[src/rtl/mac_pkg.sv]
// Shared types and the extended-operand multiply for the MAC array.
// Build option MAC_SAT_EN selects a saturating accumulator in mac_lane.
package mac_pkg;

    localparam int MAC_DW = 8;
    localparam int PW = 2 * MAC_DW + 2;

    typedef enum logic {
        IDLE,
        ACC
    } acc_state_e;

    // Each operand gains one bit so signed and unsigned share one signed multiplier.
    function automatic logic signed [PW-1:0] mul_ext(
        input logic [MAC_DW-1:0] a,
        input logic              a_sgn,
        input logic [MAC_DW-1:0] w,
        input logic              w_sgn
    );
        logic signed [MAC_DW:0] ax;
        logic signed [MAC_DW:0] wx;
        ax = $signed({a_sgn & a[MAC_DW-1], a});
        wx = $signed({w_sgn & w[MAC_DW-1], w});
        return ax * wx;
    endfunction

endpackage

[src/rtl/mac_acc_array_lane.sv]
// One lane of the MAC array: product register, accumulator and result register.
// With MAC_SAT_EN the accumulator clamps and reports a sticky overflow.
module mac_lane
    import mac_pkg::*;
#(
    parameter int ACCW = 2 * MAC_DW + 8
) (
    input  logic              clk,
    input  logic              rst_n,
    input  logic              en,
    input  logic [MAC_DW-1:0] a,
    input  logic [MAC_DW-1:0] w,
    input  logic              a_sgn,
    input  logic              w_sgn,
    input  logic              beat,
    input  logic              start,
    input  logic              last,
    output logic [ACCW-1:0]   q,
    output logic              ovf
);

    logic signed [PW-1:0]   prod;
    logic signed [ACCW-1:0] acc;
    logic signed [ACCW-1:0] pext;
    logic signed [ACCW-1:0] base;
    logic signed [ACCW-1:0] acc_nx;

    always_ff @(posedge clk or negedge rst_n) begin
        if (!rst_n) begin
            prod <= '0;
        end else if (en) begin
            prod <= mul_ext(a, a_sgn, w, w_sgn);
        end
    end

    assign pext = ACCW'(prod);
    assign base = start ? '0 : acc;

`ifdef MAC_SAT_EN
    logic signed [ACCW:0] sum;
    logic                 clamp;
    logic                 ovf_acc;
    logic                 ovf_nx;

    assign sum   = {base[ACCW-1], base} + {pext[ACCW-1], pext};
    // Top two bits disagree only when the true sum left the ACCW range.
    assign clamp = sum[ACCW] != sum[ACCW-1];
    assign acc_nx = !clamp ? sum[ACCW-1:0]
                  : sum[ACCW] ? {1'b1, {(ACCW-1){1'b0}}}
                  : {1'b0, {(ACCW-1){1'b1}}};
    assign ovf_nx = (start ? 1'b0 : ovf_acc) | clamp;

    always_ff @(posedge clk or negedge rst_n) begin
        if (!rst_n) begin
            ovf_acc <= 1'b0;
            ovf     <= 1'b0;
        end else if (en && beat) begin
            ovf_acc <= ovf_nx;
            if (last) begin
                ovf <= ovf_nx;
            end
        end
    end
`else
    assign acc_nx = base + pext;
    assign ovf    = 1'b0;
`endif

    always_ff @(posedge clk or negedge rst_n) begin
        if (!rst_n) begin
            acc <= '0;
            q   <= '0;
        end else if (en && beat) begin
            acc <= acc_nx;
            if (last) begin
                q <= acc_nx;
            end
        end
    end

endmodule

[src/rtl/mac_acc_array.sv]
// Multi-lane pipelined MAC with burst accumulation and valid/ready on both sides.
// Define MAC_SAT_EN for saturating accumulation with per-lane ovf flags.
module mac_acc_array
    import mac_pkg::*;
#(
    parameter int DW    = MAC_DW,
    parameter int LANES = 4,
    parameter int ACCW  = 2 * DW + 8
) (
    input  logic                  clk,
    input  logic                  rst_n,
    input  logic                  in_valid,
    output logic                  in_ready,
    input  logic [LANES*DW-1:0]   A,
    input  logic [LANES*DW-1:0]   W,
    input  logic                  Asigned,
    input  logic                  Wsigned,
    input  logic                  acc_clr,
    input  logic                  acc_last,
    output logic                  out_valid,
    input  logic                  out_ready,
    output logic [LANES*ACCW-1:0] Q,
    output logic [LANES-1:0]      ovf
);

    logic                en;
    logic                v1;
    logic                v2;
    logic                as1;
    logic                ws1;
    logic                clr1;
    logic                clr2;
    logic                last1;
    logic                last2;
    logic [LANES*DW-1:0] a1;
    logic [LANES*DW-1:0] w1;
    logic                start;
    acc_state_e          state;
    acc_state_e          state_nx;

    // A result parked at the output stalls the whole pipe.
    assign en       = !(out_valid && !out_ready);
    assign in_ready = en;

    always_ff @(posedge clk or negedge rst_n) begin
        if (!rst_n) begin
            v1    <= 1'b0;
            a1    <= '0;
            w1    <= '0;
            as1   <= 1'b0;
            ws1   <= 1'b0;
            clr1  <= 1'b0;
            last1 <= 1'b0;
            v2    <= 1'b0;
            clr2  <= 1'b0;
            last2 <= 1'b0;
        end else if (en) begin
            v1    <= in_valid;
            a1    <= A;
            w1    <= W;
            as1   <= Asigned;
            ws1   <= Wsigned;
            clr1  <= acc_clr;
            last1 <= acc_last;
            v2    <= v1;
            clr2  <= clr1;
            last2 <= last1;
        end
    end

    always_ff @(posedge clk or negedge rst_n) begin
        if (!rst_n) begin
            state <= IDLE;
        end else begin
            state <= state_nx;
        end
    end

    always_comb begin
        state_nx = state;
        start    = v2 && (clr2 || state == IDLE);
        if (en && v2) begin
            state_nx = last2 ? IDLE : ACC;
        end
    end

    always_ff @(posedge clk or negedge rst_n) begin
        if (!rst_n) begin
            out_valid <= 1'b0;
        end else if (en) begin
            out_valid <= v2 && last2;
        end
    end

    for (genvar i = 0; i < LANES; i++) begin : g_lane
        mac_lane #(
            .ACCW(ACCW)
        ) u_lane (
            .clk  (clk),
            .rst_n(rst_n),
            .en   (en),
            .a    (a1[i*DW +: DW]),
            .w    (w1[i*DW +: DW]),
            .a_sgn(as1),
            .w_sgn(ws1),
            .beat (v2),
            .start(start),
            .last (last2),
            .q    (Q[i*ACCW +: ACCW]),
            .ovf  (ovf[i])
        );
    end

endmodule

[config.mk]
export PLATFORM = sky130hd
export DESIGN_NAME = mac_acc_array
export DESIGN_NICKNAME = d
export VERILOG_FILES = /design/src/rtl/mac_pkg.sv /design/src/rtl/mac_acc_array_lane.sv /design/src/rtl/mac_acc_array.sv
export SDC_FILE = /design/constraint.sdc
export NUM_CORES = 2
export LEC_CHECK = 0
export ABC_AREA = 0
export CAP_MARGIN = 20
export CORE_ASPECT_RATIO = 0.6
export CORE_MARGIN = 5
export CORE_UTILIZATION = 66
export DETAILED_ROUTE_END_ITERATION = 8
export HOLD_SLACK_MARGIN = 0.03
export PLACE_DENSITY = 0.95
export SLEW_MARGIN = 20
export SYNTH_ARGS = -nofsm -noshare
export SYNTH_HDL_FRONTEND = slang
export SYNTH_SLANG_ARGS = --single-unit
[constraint.sdc]
create_clock -name clk -period 14.9 [get_ports clk]
set_input_delay 2.235 -clock clk [delete_from_list [all_inputs] [get_ports clk]]
set_output_delay 2.235 -clock clk [all_outputs]
set_load 0.02 [all_outputs]
==> run summary <==
Clock tree
* **number of clock sinks** 338
* **root buffer selected by CTS** sky130_fd_sc_hd__clkbuf_16
* **CTS H-Tree Depth** 2
* **clock tree from TritonCTS** done
* **post_cts resized** 0
* **buffer count from post-CTS setup fixing** 0
* **CTS clock-pin slew for the worst setup and hold paths** 0.07 ns
* **Max Buffers Root-to-Sink** 3
* **CTS buffer count** 35
* **clock latency on the worst-skew pair** 0.55 ns
* **Hold Buf Count CTS** 0

Timing
* **final critical path time including I/O delays and setup** 6.652 ns
* **top achievable clock speed** 0.1503 GHz
* **count of endpoints failing hold in the final timing report** 0
* **unrepaired setup endpoints after global routing** no
* **ratio of final minimum period to clock period** 0.4464
* **remaining max-slew budget at the tightest pin** 0.2921
* **number of max-slew violations in the final report** 0
* **setup TNS after final layout** 0 ns
* **setup clock skew after layout** 0.02832 ns
* **Least-Margin Pin Slew** 1.062 ns
* **tightest hold margin** 0.4667 ns
* **setup slack of the critical path after layout** 8.248 ns
* **setup violators final** 0

Die
* **height of the die** 173.7 µm
* **number of placement rows** 60
* **horizontal extent of the die** 282.8 µm
* **die area** 49110 µm²
* **I/O pin count** 174
* **core outline area** 44440 µm²
* **initial core utilization** 0.6631

Yosys
* **asr flop ratio synth** 1.000
* **sequential share of the synthesized area** 0.2870
* **Post-synth top cells** sky130_fd_sc_hd__nand2_1 (865), sky130_fd_sc_hd__inv_1 (365), sky130_fd_sc_hd__dfrtp_1 (338)
* **number of enable flip-flop cells after synthesis** 0
* **cell types occupying the most area after synthesis** sky130_fd_sc_hd__dfrtp_1 (29%), sky130_fd_sc_hd__fa_1 (19%), sky130_fd_sc_hd__nand2_1 (11%)
* **Syn Std Cell Area** 29470 µm²
* **dominant synthesized flop cell** sky130_fd_sc_hd__dfrtp_1
* **mean instance size in the synthesized netlist** 8.857 µm²
* **top-count cell post-synth** sky130_fd_sc_hd__nand2_1
* **area fraction of the dominant cell type after synthesis** 0.2870
* **top cell type by total area after synthesis** sky130_fd_sc_hd__dfrtp_1
* **post-synthesis cell type count** 69
* **register bit total from synthesis** 338
* **Synth warnings** 0
* **gate count of the mapped netlist** 3327

Critical path
* **data required time of the worst path** 12.66 ns
* **most used cell, CP** sky130_fd_sc_hd__clkdlybuf4s50_1
* **startpoint type of the worst setup path** primary input
* **startpoint-to-endpoint class of the critical path** in -> out
* **Largest stage delay, worst path** 0.77 ns
* **arrival time at the worst endpoint** 4.42 ns
* **worst-case reg-to-reg path depth** 19
* **critical path cell sequence** clkdlybuf4s50_1, nor2b_4, inv_6, clkdlybuf4s50_1
* **element type at the critical path end** output pin
* **Critical Path Fanout Max** 47
* **master of the slowest instance on the critical path** sky130_fd_sc_hd__nor2b_4

Global routing
* **maximum number of pins on one net before global-route repair** 126
* **global-route wire length before repair** 122.8 mm
* **remaining global-route overflow** 0
* **initial antenna violation count** 1
* **vias in the first global route** 24.16k
* **gr usage total** 0.3031

Finish
* **antenna diode count** 0
* **fraction of layout cells with a size suffix above 1** 0.04269
* **Post-layout nets** 3996
* **number of fill cells in the layout** 2945
* **Area growth, synth to finish** 10.71%
* **final std cell area, no fill** 32630 µm²
* **multi-input combinational cell area** 19080 µm²
* **Register Area** 8458 µm²

Detailed routing
* **via total after detailed routing** 23.48k
* **total routed wirelength** 73.84 mm
* **number of DRC violations after detailed routing** 0
* **1st-iter DRT viols** 2511
* **count of antenna-violating nets left after detailed routing** 0
* **router iterations before antenna repair** 7
* **routed wirelength normalized by instance count** 18.42 µm
* **Avg Vias per Cell** 5.856

Placed design
* **half-perimeter wire length after placement** 53.58 mm
* **GPL Wtd Cong** 0.9244
* **count of buffers from port buffering** 169
* **placed cell area** 31450 µm²
* **post-placement setup slack** 8.242 ns

Run status
* **status** complete, no violations

Min path
* **Min-Delay Path Depth** 2
* **Hold WC Path Type** reg -> reg

Flow run
* **max_cap viols** 0

[registers in the layout, summed over array words and instances (netlist names), 32 cells and up]
name and flops:
g_lane.u_lane.q 96, a1 32, g_lane.u_lane.acc 96, w1 32
g_lane.u_lane.prod 72
[critical path: cells and delay by family]
| family | cells | cell delay, ns |
|---|---|---|
| and+or+nand+nor | 1 | 0.77 |
| buffers and inverters | 3 | 1.41 |
[through the flow]
| step | utilization | cells |
|---|---|---|
| floorplan | - | 3330 |
| global placement | 0.7075 | 3948 |
| detailed placement | 0.7075 | 3948 |
| CTS | 0.7341 | 4009 |
| global route | 0.7341 | 4009 |
| finish | 0.7341 | 4009 |
[cells by family (layout without fill, tap and decap cells)]
family	after synthesis	in the layout	share of synthesized area
AO/OA/AOI/OAI	383	383	0.08267
XOR/XNOR	150	150	0.04458
adder cells (fa/ha/maj)	528	528	0.2965
buffers and inverters	517	607	0.06738
flip-flops	338	338	0.2870
multiplexers	48	48	0.01826
other	1	4	0.0001273
AND/OR/NAND/NOR	1362	1362	0.2034
[per-layer routing]
metal / routed length [µm] / global-route usage / up-vias
met1: 30990 / 0.4295 / 11480
met3: 6772 / 0.06892 / 223
met4: 2277 / 0.07830 / 0
met5: 0 / 0 / -
li1: - / - / 10650
met2: 33800 / 0.4791 / 1128
[final timing paths]
path                                     startpoint                        end  slack (ns)
setup / recovery                          out_ready                   in_ready        8.25
hold / removal             g_lane[1].u_lane.acc[11]   g_lane[1].u_lane.acc[11]        0.47
setup reg to reg                                as1  g_lane[1].u_lane.prod[17]        8.76
hold reg to reg            g_lane[1].u_lane.acc[11]   g_lane[1].u_lane.acc[11]        0.47
max in group asynchronous                     rst_n                     a1[20]       11.24
min in group asynchronous                     rst_n     g_lane[3].u_lane.q[16]        1.66
[cell usage in the layout, fill, tap and decap left out, types with 6 or more instances in the layout]
| master | n |
|---|---|
| sky130_fd_sc_hd__fa_1 | 284 |
| sky130_fd_sc_hd__o21ai_0 | 71 |
| sky130_fd_sc_hd__a21oi_1 | 137 |
| sky130_fd_sc_hd__a31oi_1 | 13 |
| sky130_fd_sc_hd__and3_1 | 21 |
| sky130_fd_sc_hd__o211ai_1 | 7 |
| sky130_fd_sc_hd__o21bai_1 | 10 |
| sky130_fd_sc_hd__or3_1 | 9 |
| sky130_fd_sc_hd__dfrtp_1 | 338 |
| sky130_fd_sc_hd__nor2_1 | 128 |
| sky130_fd_sc_hd__and2_1 | 213 |
| sky130_fd_sc_hd__a21boi_0 | 7 |
| sky130_fd_sc_hd__nand4_1 | 7 |
| sky130_fd_sc_hd__or2_2 | 12 |
| sky130_fd_sc_hd__nand3_1 | 33 |
| sky130_fd_sc_hd__xor2_1 | 47 |
| sky130_fd_sc_hd__o21a_1 | 17 |
| sky130_fd_sc_hd__a211oi_1 | 7 |
| sky130_fd_sc_hd__nand2b_1 | 14 |
| sky130_fd_sc_hd__ha_1 | 244 |
| sky130_fd_sc_hd__nor3_1 | 22 |
| sky130_fd_sc_hd__clkbuf_8 | 6 |
| sky130_fd_sc_hd__nand2_1 | 863 |
| sky130_fd_sc_hd__inv_1 | 364 |
| sky130_fd_sc_hd__clkdlybuf4s50_1 | 168 |
| sky130_fd_sc_hd__clkbuf_16 | 36 |
| sky130_fd_sc_hd__xnor2_1 | 103 |
| sky130_fd_sc_hd__o21ai_1 | 15 |
| sky130_fd_sc_hd__mux2_2 | 46 |
| sky130_fd_sc_hd__o31ai_1 | 12 |
| sky130_fd_sc_hd__buf_4 | 11 |
| sky130_fd_sc_hd__a21o_1 | 43 |
| sky130_fd_sc_hd__nor2b_1 | 15 |
[layout make-up]
type                    count  share of cell area
multi-input cells        2475              0.5847
clock buffers              47             0.03072
well taps                 589             0.02259
inverters                 365             0.04215
flip-flops and latches    338              0.2593
repair buffers            181             0.05515
clock inverters            14            0.005446
Power is not shown: default switching activity piles up to over one toggle a cycle in this logic, so the estimate is an artifact.
==> RTL edit, RTL diff (config.mk and constraints unchanged) <==
Build with the macro `MAC_SAT_EN` defined.
--- a/src/rtl/mac_acc_array_lane.sv
+++ b/src/rtl/mac_acc_array_lane.sv
@@ -2,2 +2,4 @@
 // With MAC_SAT_EN the accumulator clamps and reports a sticky overflow.
+`define MAC_SAT_EN
+
 module mac_lane
Function: not settled (the Yosys comparison gave no result); the edit may change what the design does.
==> RTL edit against the unedited design <==
- area after synthesis grew 4.6%
- sequential cell count grew 8
- count of clock-buffer cells in the layout shrank 2
- sequential share of layout area shrank 0.41 points
- worst hold slack gained 0.0056 ns
- register-to-register slack gained 0.23 ns
- setup slack gained 0.17 ns
- design area grew 4.0%
- non-clock buffer count grew 4
- wire length grew 9.2%
- critical path depth is the same
- highest routed layer unchanged
Power is not shown: default switching activity piles up to over one toggle a cycle in this logic, so the estimate is an artifact.
==> RTL edit: results (changes against the unedited design) <==
distinct cell type count of the synthesized netlist -> 85 (+23%)
Routability Congestion -> 0.943 (+2.0%)
clock buf count -> 45 (-4.3%)
first-pass GRT wire length -> 135000 um (+9.6%)
WL/cell -> 19.2 um (+4.2%)
# port buffers -> 173 (+2.4%)
status -> finished clean
ClkCell Share -> 0.0337 (-0.00251)
met3 wire len -> 7260 um (+7.2%)
CP max stage delay -> 0.65 ns (-0.12 ns)
Worst-Margin Slew -> 1.13 ns (+0.0666 ns)
vias in the first global route -> 26787 (+11%)
GR Layer Usage met2 -> 0.525 (+0.0458)
Signal buf overhead -> 0.0542 (-0.000955)
fraction of area in multi-input gates -> 0.592 (+0.00760)
met1 usage -> 0.434 (+0.00458)
CP max-delay cell -> clkdlybuf4s50_1
layout net count -> 4153 (+3.9%)
multiplexer share of the synthesized area -> 0.0155 (-0.00279)
Hold EP -> g_lane[2].u_lane.acc[0]
sequential area share after synthesis -> 0.281 (-0.00609)
Seq area share -> 0.255 (-0.00414)
Synth Area in Compound Gates -> 0.121 (+0.0381)
#MultiIn Comb -> 2607 (+5.3%)
Final Skew -> 0.0243 ns (-0.00400 ns)
initial antenna violation count -> 0 (-1)
r2r setup slk -> 8.99 ns (+0.23 ns)
==> RTL edit: logic make-up after synthesis <==
group | after synthesis
fa+ha+maj | 546
simple gates | 1259
buf+inv | 537
compound gates | 611
mux | 41
flops | 346
xor+xnor | 150
==> RTL edit: through the flow <==
step	hold WS, ns	cells	cell area (um2)	util	setup slack, ns
detailed placement	0.454	4142	32800	0.709	8.44
floorplan	0.433	3490	30800	-	9.47
CTS	0.476	4201	33900	0.734	8.43
global placement	0.453	4142	32800	0.709	8.48
global route	0.499	4201	33900	0.734	8.34
finish	0.472	4201	33900	0.734	8.42
==> RTL edit: worst register-to-register path, delay by kind of cell (launching register included) <==
kind,cells,cell delay (ns)
AND/OR/NAND/NOR,5,1.15
adder cells (fa/ha/maj),6,2.80
XOR/XNOR,1,0.24
flip-flops,1,0.74
buffers and inverters,3,0.15
AO/OA/AOI/OAI,4,0.65
